## src/rtl/disp_scan_decoder_pkg.sv

```systemverilog
// Package: disp_scan_decoder_pkg
// Shared definitions for the 7-segment scan decoder.
//  - Glyph constants: active-high segment patterns g..a for hex 0..F.
//  - Digit-index constants: SA / register bit position for each display digit.
//  - FSM state encodings and the strobe classification helper.
package disp_scan_decoder_pkg;

  // Segment patterns, bit 0 = a .. bit 6 = g, active-high
  localparam logic [6:0] GLYPH_0 = 7'h3F;
  localparam logic [6:0] GLYPH_1 = 7'h06;
  localparam logic [6:0] GLYPH_2 = 7'h5B;
  localparam logic [6:0] GLYPH_3 = 7'h4F;
  localparam logic [6:0] GLYPH_4 = 7'h66;
  localparam logic [6:0] GLYPH_5 = 7'h6D;
  localparam logic [6:0] GLYPH_6 = 7'h7D;
  localparam logic [6:0] GLYPH_7 = 7'h07;
  localparam logic [6:0] GLYPH_8 = 7'h7F;
  localparam logic [6:0] GLYPH_9 = 7'h6F;
  localparam logic [6:0] GLYPH_A = 7'h77;
  localparam logic [6:0] GLYPH_B = 7'h7C;
  localparam logic [6:0] GLYPH_C = 7'h39;
  localparam logic [6:0] GLYPH_D = 7'h5E;
  localparam logic [6:0] GLYPH_E = 7'h79;
  localparam logic [6:0] GLYPH_F = 7'h71;

  // Digit 1 is the leftmost digit and is strobed by SA[3]
  localparam int DIGIT1_IDX = 3;
  localparam int DIGIT2_IDX = 2;
  localparam int DIGIT3_IDX = 1;
  localparam int DIGIT4_IDX = 0;

  // FSM encodings; the remaining 3-bit codes are illegal and recover to BLANK
  localparam logic [2:0] ST_BLANK  = 3'd0;
  localparam logic [2:0] ST_SETTLE = 3'd1;
  localparam logic [2:0] ST_HELD   = 3'd2;
  localparam logic [2:0] ST_FAULT  = 3'd3;

  // State entered when a new strobe value is seen
  function automatic logic [2:0] classify_sa(input logic [3:0] sa);
    if (sa == 4'b0000)
      return ST_BLANK;
    else if ((sa & (sa - 4'd1)) == 4'b0000)
      return ST_SETTLE;
    else
      return ST_FAULT;
  endfunction

endpackage

```

## src/rtl/disp_scan_decoder_if.sv

```systemverilog
// Interface: disp_scan_decoder_if
// The multiplexed display bus as seen on the board.
//  SA : 4-bit one-hot digit strobe (SA[3] = digit 1 .. SA[0] = digit 4)
//  L  : 8-bit segment byte (L[0] = a .. L[6] = g, L[7] = dp)
// master: the display driver side (drives the bus)
// slave : the scan decoder side (observes the bus)
interface disp_scan_decoder_if;
  logic [3:0] SA;
  logic [7:0] L;

  modport master (output SA, output L);
  modport slave  (input SA, input L);
endinterface

```

## src/rtl/disp_scan_decoder_seg7_to_hex.sv

```systemverilog
// Module: seg7_to_hex
// Combinational 7-segment to hex decoder.
//  segs  in  8  segment byte in bus polarity (dp in bit 7 is ignored)
//  value out 4  decoded hex digit, 0 when the pattern is not a hex glyph
//  valid out 1  high when segs[6:0] matches one of the 16 hex glyphs
// SEG_ACT_LOW selects whether a lit segment is driven as 0 (1) or 1 (0).
module seg7_to_hex
  import disp_scan_decoder_pkg::*;
#(
  parameter bit SEG_ACT_LOW = 1'b1
) (
  input  logic [7:0] segs,
  output logic [3:0] value,
  output logic       valid
);

  logic [6:0] norm;
  logic       unused_dp;

  assign unused_dp = segs[7];

  // Normalise to active-high, then match against the glyph set
  always_comb begin
    norm  = SEG_ACT_LOW ? ~segs[6:0] : segs[6:0];
    value = 4'h0;
    valid = 1'b1;
    case (norm)
      GLYPH_0: value = 4'h0;
      GLYPH_1: value = 4'h1;
      GLYPH_2: value = 4'h2;
      GLYPH_3: value = 4'h3;
      GLYPH_4: value = 4'h4;
      GLYPH_5: value = 4'h5;
      GLYPH_6: value = 4'h6;
      GLYPH_7: value = 4'h7;
      GLYPH_8: value = 4'h8;
      GLYPH_9: value = 4'h9;
      GLYPH_A: value = 4'hA;
      GLYPH_B: value = 4'hB;
      GLYPH_C: value = 4'hC;
      GLYPH_D: value = 4'hD;
      GLYPH_E: value = 4'hE;
      GLYPH_F: value = 4'hF;
      default: begin
        value = 4'h0;
        valid = 1'b0;
      end
    endcase
  end

endmodule

```

## src/rtl/disp_scan_decoder.sv

```systemverilog
// Module: disp_scan_decoder
// Receive end of a 4-digit multiplexed 7-segment bus. Samples the strobe and
// segment byte, waits for them to be stable, and rebuilds the four digit
// registers plus their hex decode.
//  CLK        in  1  clock, rising edge
//  RST        in  1  synchronous reset, active-high
//  bus        slave  SA (one-hot strobe) and L (segment byte)
//  D1..D4     out 8  last captured raw segment byte per digit
//  HEX1..HEX4 out 4  decoded value per digit (0 when not a glyph)
//  HEX_VALID  out 4  bit i set when digit (4-i) holds a hex glyph
//  FRAME_DONE out 1  pulse once all four digits have been captured
//  ERR        out 1  pulse when a multi-hot strobe is first seen
module disp_scan_decoder
  import disp_scan_decoder_pkg::*;
#(
  parameter int STABLE_CYCLES = 2,
  parameter bit SEG_ACT_LOW   = 1'b1
) (
  input  logic                CLK,
  input  logic                RST,
  disp_scan_decoder_if.slave  bus,
  output logic [7:0]          D1,
  output logic [7:0]          D2,
  output logic [7:0]          D3,
  output logic [7:0]          D4,
  output logic [3:0]          HEX1,
  output logic [3:0]          HEX2,
  output logic [3:0]          HEX3,
  output logic [3:0]          HEX4,
  output logic [3:0]          HEX_VALID,
  output logic                FRAME_DONE,
  output logic                ERR
);

  localparam int             CW      = (STABLE_CYCLES < 2) ? 1 : $clog2(STABLE_CYCLES + 1);
  localparam logic [CW-1:0]  CNT_MAX = CW'(STABLE_CYCLES);
  localparam logic [7:0]     UNLIT   = SEG_ACT_LOW ? 8'hFF : 8'h00;

  logic [3:0]    s_sa, p_sa;
  logic [7:0]    s_l,  p_l;
  logic [CW-1:0] cnt;
  logic [2:0]    state, state_nxt;
  logic [3:0]    mask, mask_nxt;
  logic [7:0]    d_reg   [4];
  logic [3:0]    hex_reg [4];
  logic [3:0]    valid_reg;
  logic          changed, capture, frame_full;
  logic [3:0]    dec_value;
  logic          dec_valid;

  seg7_to_hex #(.SEG_ACT_LOW(SEG_ACT_LOW)) u_dec (
    .segs  (s_l),
    .value (dec_value),
    .valid (dec_valid)
  );

  // p_* is the previous registered sample, so changed compares two
  // consecutive samples. A capture needs the count saturated and the
  // current sample still equal, so the captured byte is the stable one.
  always_comb begin
    changed    = {s_sa, s_l} != {p_sa, p_l};
    capture    = !changed && (state == ST_SETTLE) && (cnt == CNT_MAX);
    frame_full = (mask == 4'hF);
    mask_nxt   = (frame_full ? 4'h0 : mask) | (capture ? s_sa : 4'h0);
  end

  // Any change re-classifies the strobe; otherwise only SETTLE advances
  always_comb begin
    state_nxt = state;
    if (changed) begin
      state_nxt = classify_sa(s_sa);
    end else begin
      case (state)
        ST_BLANK, ST_HELD, ST_FAULT: state_nxt = state;
        ST_SETTLE: if (cnt == CNT_MAX) state_nxt = ST_HELD;
        default:   state_nxt = ST_BLANK;
      endcase
    end
  end

  always_ff @(posedge CLK) begin
    if (RST) begin
      s_sa       <= 4'b0000;
      p_sa       <= 4'b0000;
      s_l        <= UNLIT;
      p_l        <= UNLIT;
      cnt        <= '0;
      state      <= ST_BLANK;
      mask       <= 4'b0000;
      valid_reg  <= 4'b0000;
      FRAME_DONE <= 1'b0;
      ERR        <= 1'b0;
      for (int i = 0; i < 4; i++) begin
        d_reg[i]   <= UNLIT;
        hex_reg[i] <= 4'h0;
      end
    end else begin
      s_sa       <= bus.SA;
      s_l        <= bus.L;
      p_sa       <= s_sa;
      p_l        <= s_l;
      state      <= state_nxt;
      mask       <= mask_nxt;
      FRAME_DONE <= frame_full;
      ERR        <= (state_nxt == ST_FAULT) && (state != ST_FAULT);
      if (changed)
        cnt <= CW'(1);
      else if (cnt != CNT_MAX)
        cnt <= cnt + CW'(1);
      for (int i = 0; i < 4; i++) begin
        if (capture && s_sa[i]) begin
          d_reg[i]     <= s_l;
          hex_reg[i]   <= dec_value;
          valid_reg[i] <= dec_valid;
        end
      end
    end
  end

  assign D1        = d_reg[DIGIT1_IDX];
  assign D2        = d_reg[DIGIT2_IDX];
  assign D3        = d_reg[DIGIT3_IDX];
  assign D4        = d_reg[DIGIT4_IDX];
  assign HEX1      = hex_reg[DIGIT1_IDX];
  assign HEX2      = hex_reg[DIGIT2_IDX];
  assign HEX3      = hex_reg[DIGIT3_IDX];
  assign HEX4      = hex_reg[DIGIT4_IDX];
  assign HEX_VALID = valid_reg;

endmodule

```

## src/flat_wrapper.sv

```systemverilog
// flat-port wrapper written by rule: the top's interface ports become plain ports
module disp_scan_decoder_flat import disp_scan_decoder_pkg::*;
#(
  parameter int STABLE_CYCLES = 2,
  parameter bit SEG_ACT_LOW   = 1'b1
)
  (CLK, RST, D1, D2, D3, D4, HEX1, HEX2, HEX3, HEX4, HEX_VALID, FRAME_DONE, ERR, bus_SA, bus_L);
  disp_scan_decoder_if bus_i ();
  input  logic CLK;
  input  logic RST;
  output logic [7:0] D1;
  output logic [7:0] D2;
  output logic [7:0] D3;
  output logic [7:0] D4;
  output logic [3:0] HEX1;
  output logic [3:0] HEX2;
  output logic [3:0] HEX3;
  output logic [3:0] HEX4;
  output logic [3:0] HEX_VALID;
  output logic FRAME_DONE;
  output logic ERR;
  input wire logic [$bits(bus_i.SA)-1:0] bus_SA;
  input wire logic [$bits(bus_i.L)-1:0] bus_L;
  assign bus_i.SA = bus_SA;
  assign bus_i.L = bus_L;
  disp_scan_decoder #(.STABLE_CYCLES(STABLE_CYCLES), .SEG_ACT_LOW(SEG_ACT_LOW)) u_core (.CLK(CLK), .RST(RST), .bus(bus_i), .D1(D1), .D2(D2), .D3(D3), .D4(D4), .HEX1(HEX1), .HEX2(HEX2), .HEX3(HEX3), .HEX4(HEX4), .HEX_VALID(HEX_VALID), .FRAME_DONE(FRAME_DONE), .ERR(ERR));
endmodule
```

## config.mk

```make
export PLATFORM = sky130hd
export DESIGN_NAME = disp_scan_decoder_flat
export DESIGN_NICKNAME = d
export VERILOG_FILES = /design/src/rtl/disp_scan_decoder_pkg.sv /design/src/rtl/disp_scan_decoder_if.sv /design/src/rtl/disp_scan_decoder_seg7_to_hex.sv /design/src/rtl/disp_scan_decoder.sv /design/src/flat_wrapper.sv
export SDC_FILE = /design/constraint.sdc
export NUM_CORES = 1
export LEC_CHECK = 0
export ABC_AREA = 1
export CAP_MARGIN = 30
export CORE_MARGIN = 2
export CORE_UTILIZATION = 45
export DETAILED_ROUTE_END_ITERATION = 12
export DONT_BUFFER_PORTS = 1
export SLEW_MARGIN = 10
export SYNTH_ARGS = -nofsm -noshare
export SYNTH_HDL_FRONTEND = slang
export SYNTH_HIERARCHICAL = 1
export SYNTH_SLANG_ARGS = --single-unit
```

## constraint.sdc

```tcl
create_clock -name CLK -period 2.2 [get_ports CLK]
set_input_delay 0.22 -clock CLK [delete_from_list [all_inputs] [get_ports CLK]]
set_output_delay 0.22 -clock CLK [all_outputs]
set_load 0.1 [all_outputs]
```

# After elaboration in Yosys (flattened, before gate mapping)
# Memory sizes are Yosys's and may differ from the RTL's.
# Cells that the tools add are included.
classes:
  n_eq_ne: 25
  add_sub_neg: 2
  bitwise_logic: 11
  muxes: 33
  n_reduce_logical: 15
ops:
  columns: ["operator", "count"]
  rows:
  - ["== test 7 bit, second input constant", 12]
  - ["one-hot mux 4 bit (15 select lines)", 1]
  - ["2-to-1 mux 8 bit", 4]
  - ["2-to-1 mux 4 bit", 6]
  - ["2-to-1 mux 1 bit", 17]
  - ["OR reduction 16 bit", 1]
  - ["== test 7 x 3 -> 1 bit, second input constant", 2]
  - ["== test 7 x 6 -> 1 bit, second input constant", 2]
  - ["!= test 12 bit", 1]
  - ["== test 3 x 2 -> 1 bit, second input constant", 3]
  - ["2-to-1 mux 3 bit", 3]
  - ["logical NOT 4 bit", 2]
  - ["OR 1 bit", 8]
  - ["logical AND 1 bit", 7]
  - ["inverter 7 bit", 1]
  - ["one-hot mux 3 bit (2 select lines)", 1]
  - ["AND 4 bit", 1]
  - ["== test 4 bit, second input constant", 1]
  - ["OR 4 bit", 1]
  - ["subtractor 4 x 1 -> 4 bit, second input constant", 1]
  - ["== test 3 x 1 -> 1 bit, second input constant", 1]
  - ["logical NOT 3 bit", 1]
  - ["!= test 3 x 2 -> 1 bit, second input constant", 1]
  - ["OR reduction 3 bit", 1]
  - ["other kinds (7)", 7]
word_totals:
  output_inout_bits: 54
  n_memories: 2
  ramBits: 48
  regBits: 39
  in_bits: 14
  word_cells: 102
mem_list:
  columns: ["memory", "words", "word_bits", "read_ports", "rd_clocked_by_memory_dff", "write_ports", "line_no", "text"]
  rows:
  - ["u_core.d_reg", 4, 8, 4, 0, 4, "disp_scan_decoder.sv:44", "logic [7:0] d_reg [4];"]
  - ["u_core.hex_reg", 4, 4, 4, 0, 4, "disp_scan_decoder.sv:45", "logic [3:0] hex_reg [4];"]

# Longest topological paths before layout
logic_depth:
  depth_word: 9
  ltp_mapped: 11
  depth_no_buf: 11

# Hierarchy
# The synthesis kept the hierarchy.
by_module_without_submodules:
  columns: ["module", "cells_each", "area_each_um2", "n_inst", "seq_area_each_um2"]
  rows:
  - ["disp_scan_decoder", 337, 3288.2, 1, 2222.1]
  - ["seg7_to_hex", 80, 357.8, 1, 0.0]

# Worst setup path after synthesis
# OpenSTA, ideal clock, no wires.
synth_timing:
  kind: "register -> register"
  startpoint: "reg u_core.cnt[0]"
  endpoint: "mem u_core.d_reg[0][0] (enable)"
  slack_ps: 408
  stages_incl_launch_ff: 8
  synth_period_minus_slack_ps: 1792
  setup_time_ps: 350
  n_path_buf: 1
  t_required_ps: 1850
  arrival_time_ps: 1442
  cell_sequence: "dfxtp_1 inv_1 ha_1 inv_1 nor2_1 buf_2 nand4_1 nand2_1"
synth_rtl:
  columns: ["element", "line_no", "text"]
  rows:
  - ["from (decl)", "disp_scan_decoder.sv:41", "logic [CW-1:0] cnt;"]
  - ["from (signal assigned)", "disp_scan_decoder.sv:109", "cnt <= cnt + CW'(1);"]
  - ["to (decl)", "disp_scan_decoder.sv:44", null]

==> flow_summary.json <==
{
  "avgSynthCellArea_um2": 8.74,
  "worstSkewPairLatency_ps": 350,
  "slew_headroom_pct": 57.4,
  "gp_congestion": 0.888,
  "clk_path_buf_depth": 2,
  "first_global_vias": 2460,
  "async_reset_ff_share_pct": 0,
  "antenna_found_initial": 0,
  "crit_path_max_fanout": 12,
  "portBuffers": 0,
  "root_buffer": "clkbuf_8",
  "period_minus_slack_ps": 1880,
  "worst_path_max_delay_cell": "dfxtp_1",
  "worst_hold_path_type": "input port to flop",
  "netlist.area_leader.share_pct": 39.5,
  "seq_area_um2": 2220,
  "largest_reg_flops": 32,
  "synth_area_leaders": "edfxtp_1 (40%), dfxtp_1 (21%), nand2_1 (12%), nor2_1 (7.9%), inv_1 (5.0%)",
  "vias": 2821,
  "grt.overflow.total": 0,
  "fin_nets": 512,
  "p_comb_share_pct": 7.9,
  "utilization_pct": 58.6,
  "design.core.area_um2": 7810,
  "intPower_w": 0.00258,
  "fin_setup_tns_ps": 0,
  "worst_pin_slew_ps": 636,
  "drc": 0,
  "cp-end-kind": "flop",
  "netlist_area_um2": 3650,
  "drive_gt1_share_pct": 21.1,
  "dr.pass1.iters": 4,
  "critPathLaunchType": "flop",
  "cts.reportedPaths.clkPinSlew_ps": 80,
  "finalWorstSetupSlack_ps": 324,
  "track_usage_pct": 17.9,
  "outcome": "finished, final reports clean",
  "rows": 32,
  "maxCapViolations": 0,
  "multiInputGateArea_um2": 1180,
  "start_util_pct": 46.7,
  "synth_most_common_cell": "nand2_1",
  "max_stage_delay_ps": 520,
  "path_cells": "inv_1, nand2_1, nand2_1, nor2_1, nand2_1, nor2_4, nand4_1, nand2_1, buf_4",
  "routedWlPerCell_um": 12.7,
  "ir_drop_mv": 0.322,
  "path_class": "flop to flop",
  "synth_edf_count": 48,
  "routed_wl_mm": 7.65,
  "die_h_um": 94.0,
  "fin_crit_sh_pct": 85.3,
  "area_growth_pct": 25.5,
  "power_density_nw_per_um2": 731,
  "diodes": 0,
  "dieArea_um2": 8840,
  "clkPwrFrac_pct": 39.2,
  "crit_arrival_ps": 1930,
  "h-tree-depth": 3,
  "preCtsSetupSlack_ps": 328,
  "synth_cells": 417,
  "power_w": 0.00334,
  "numClockSinks": 87,
  "max_freq_mhz": 533,
  "die_x_um": 94.0,
  "post-place-cells": 575,
  "grt_pass1_wl_mm": 11.9,
  "seqPwrFrac_pct": 53.0,
  "hold_viol": 0,
  "p_switching_w": 0.000764,
  "cts_tree": "done",
  "io_pins": 68,
  "yosysSeqAreaShare_pct": 60.9,
  "vias_per_cell": 4.67,
  "ys_top_cells_by_count": "nand2_1 (113), nor2_1 (77), inv_1 (49)",
  "yosysUniqueCellTypes": 25,
  "fin_skew_ps": 7.08,
  "synth_warnings": 6,
  "synthFlopType": "edfxtp_1",
  "ant_nets": 0,
  "nFillCells": 700,
  "switching_share_pct": 22.8,
  "leakagePower_nw": 1.92,
  "rsz0062_at_grt": "no",
  "crit_required_ps": 2260,
  "ys_ff_latch": 87,
  "syn_nets": 432,
  "cp_common_cell": "nand2_1",
  "slew_violations": 0,
  "dp_hpwl_mm": 5.59,
  "yosys.area.top_type": "edfxtp_1",
  "setup_violations": 0,
  "instances_no_fill": 604,
  "grt_max_degree": 19,
  "cts_inserted_buffers": 9,
  "drtIter0Drc": 170
}
-- logic make-up (layout without fill, tap and decap cells) --
group | after synthesis | count (layout) | share of synthesized area, %
DFF | 87 | 87 | 60.9
other | 1 | 1 | 0.103
xor gates and xnor gates | 5 | 5 | 1.20
and+or+nand+nor | 250 | 250 | 29.3
buffers and inverters | 64 | 149 | 6.73
adders and majority gates | 1 | 1 | 0.343
AOI/OAI and AO/OA | 9 | 9 | 1.34
-- cell type report --
cell class	instances	area share [%]
inverter	59	4.84
multi-input combinational	266	25.8
timing repair buffer	74	12.9
clock buffer	11	2.87
clock inverter	5	2.32
tap	102	2.79
sequential	87	48.6
-- power groups by stage --
stage	clock (W)	combinational [W]	sequential (W)
2_1_floorplan	0	0.000130	0.00187
3_3_place_gp	0	0.000239	0.00181
3_5_place_dp	0	0.000240	0.00181
4_1_cts	0.00132	0.000263	0.00177
5_1_grt	0.00139	0.000293	0.00178
6_report	0.00131	0.000263	0.00177
-- routing by layer --
layer	up-vias	share of wire, %	track usage (%)
met5	-	0	0
met4	0	1.1	4.95
met3	6	6.1	4.65
met2	92	45	27.8
met1	1255	48	25.0
li1	1468	-	-
-- per-stage QoR --
stage	hold slack (ps)	cell area, um^2
final	25.6	4580
after floorplan	324	3650
after CTS	18.9	4580
after global placement	297	4210
after global routing	24.7	4580
after detailed placement	296	4210
-- placed cells by master, fill, tap and decap left out --
cell type,synthesis,routed
nor2_4,1,1
a21oi_1,4,4
conb_1,1,1
edfxtp_1,48,48
o22ai_1,1,1
nor2_2,10,10
nand3_1,26,26
nor2_1,77,77
dlygate4sd3_1,0,13
nand3_4,1,1
bufinv_16,0,3
clkbuf_8,0,9
or2_2,8,8
clkbuf_1,2,2
o21ai_0,3,3
clkinvlp_4,0,1
inv_1,49,49
dfxtp_1,39,39
ha_1,1,1
nand2_1,113,113
xnor2_1,5,5
buf_4,1,61
inv_6,0,1
nor3_1,2,2
nand4_1,11,11
nand2_2,1,1
inv_2,10,10
o211ai_1,1,1
-- timing repair --
action | in CTS | in global routing
hold buffers | 13 | 0
buffers inserted | 0 | 0
gates resized for setup | 0 | 0
hold endpoints to repair | 18 | 0
-- critical path: cells and delay by family (launching register included) --
family / cells / cell delay, ps
buffers and inverters: 2 / 300
DFF: 1 / 520
and+or+nand+nor: 7 / 760
-- path summary, 6_finish.rpt --
check / start / endpoint / slack, ps / depth (start not counted)
min: RST / u_core/p_l[5] / 30 / 2
min reg2reg: u_core/HEX_VALID[0] / u_core/HEX_VALID[0] / 470 / 2
max reg2reg: u_core/s_l[5] / u_core/hex_reg[0][1] / 320 / 9
max: u_core/s_l[5] / u_core/hex_reg[0][1] / 320 / 9
(Power assumes the default switching activity.)
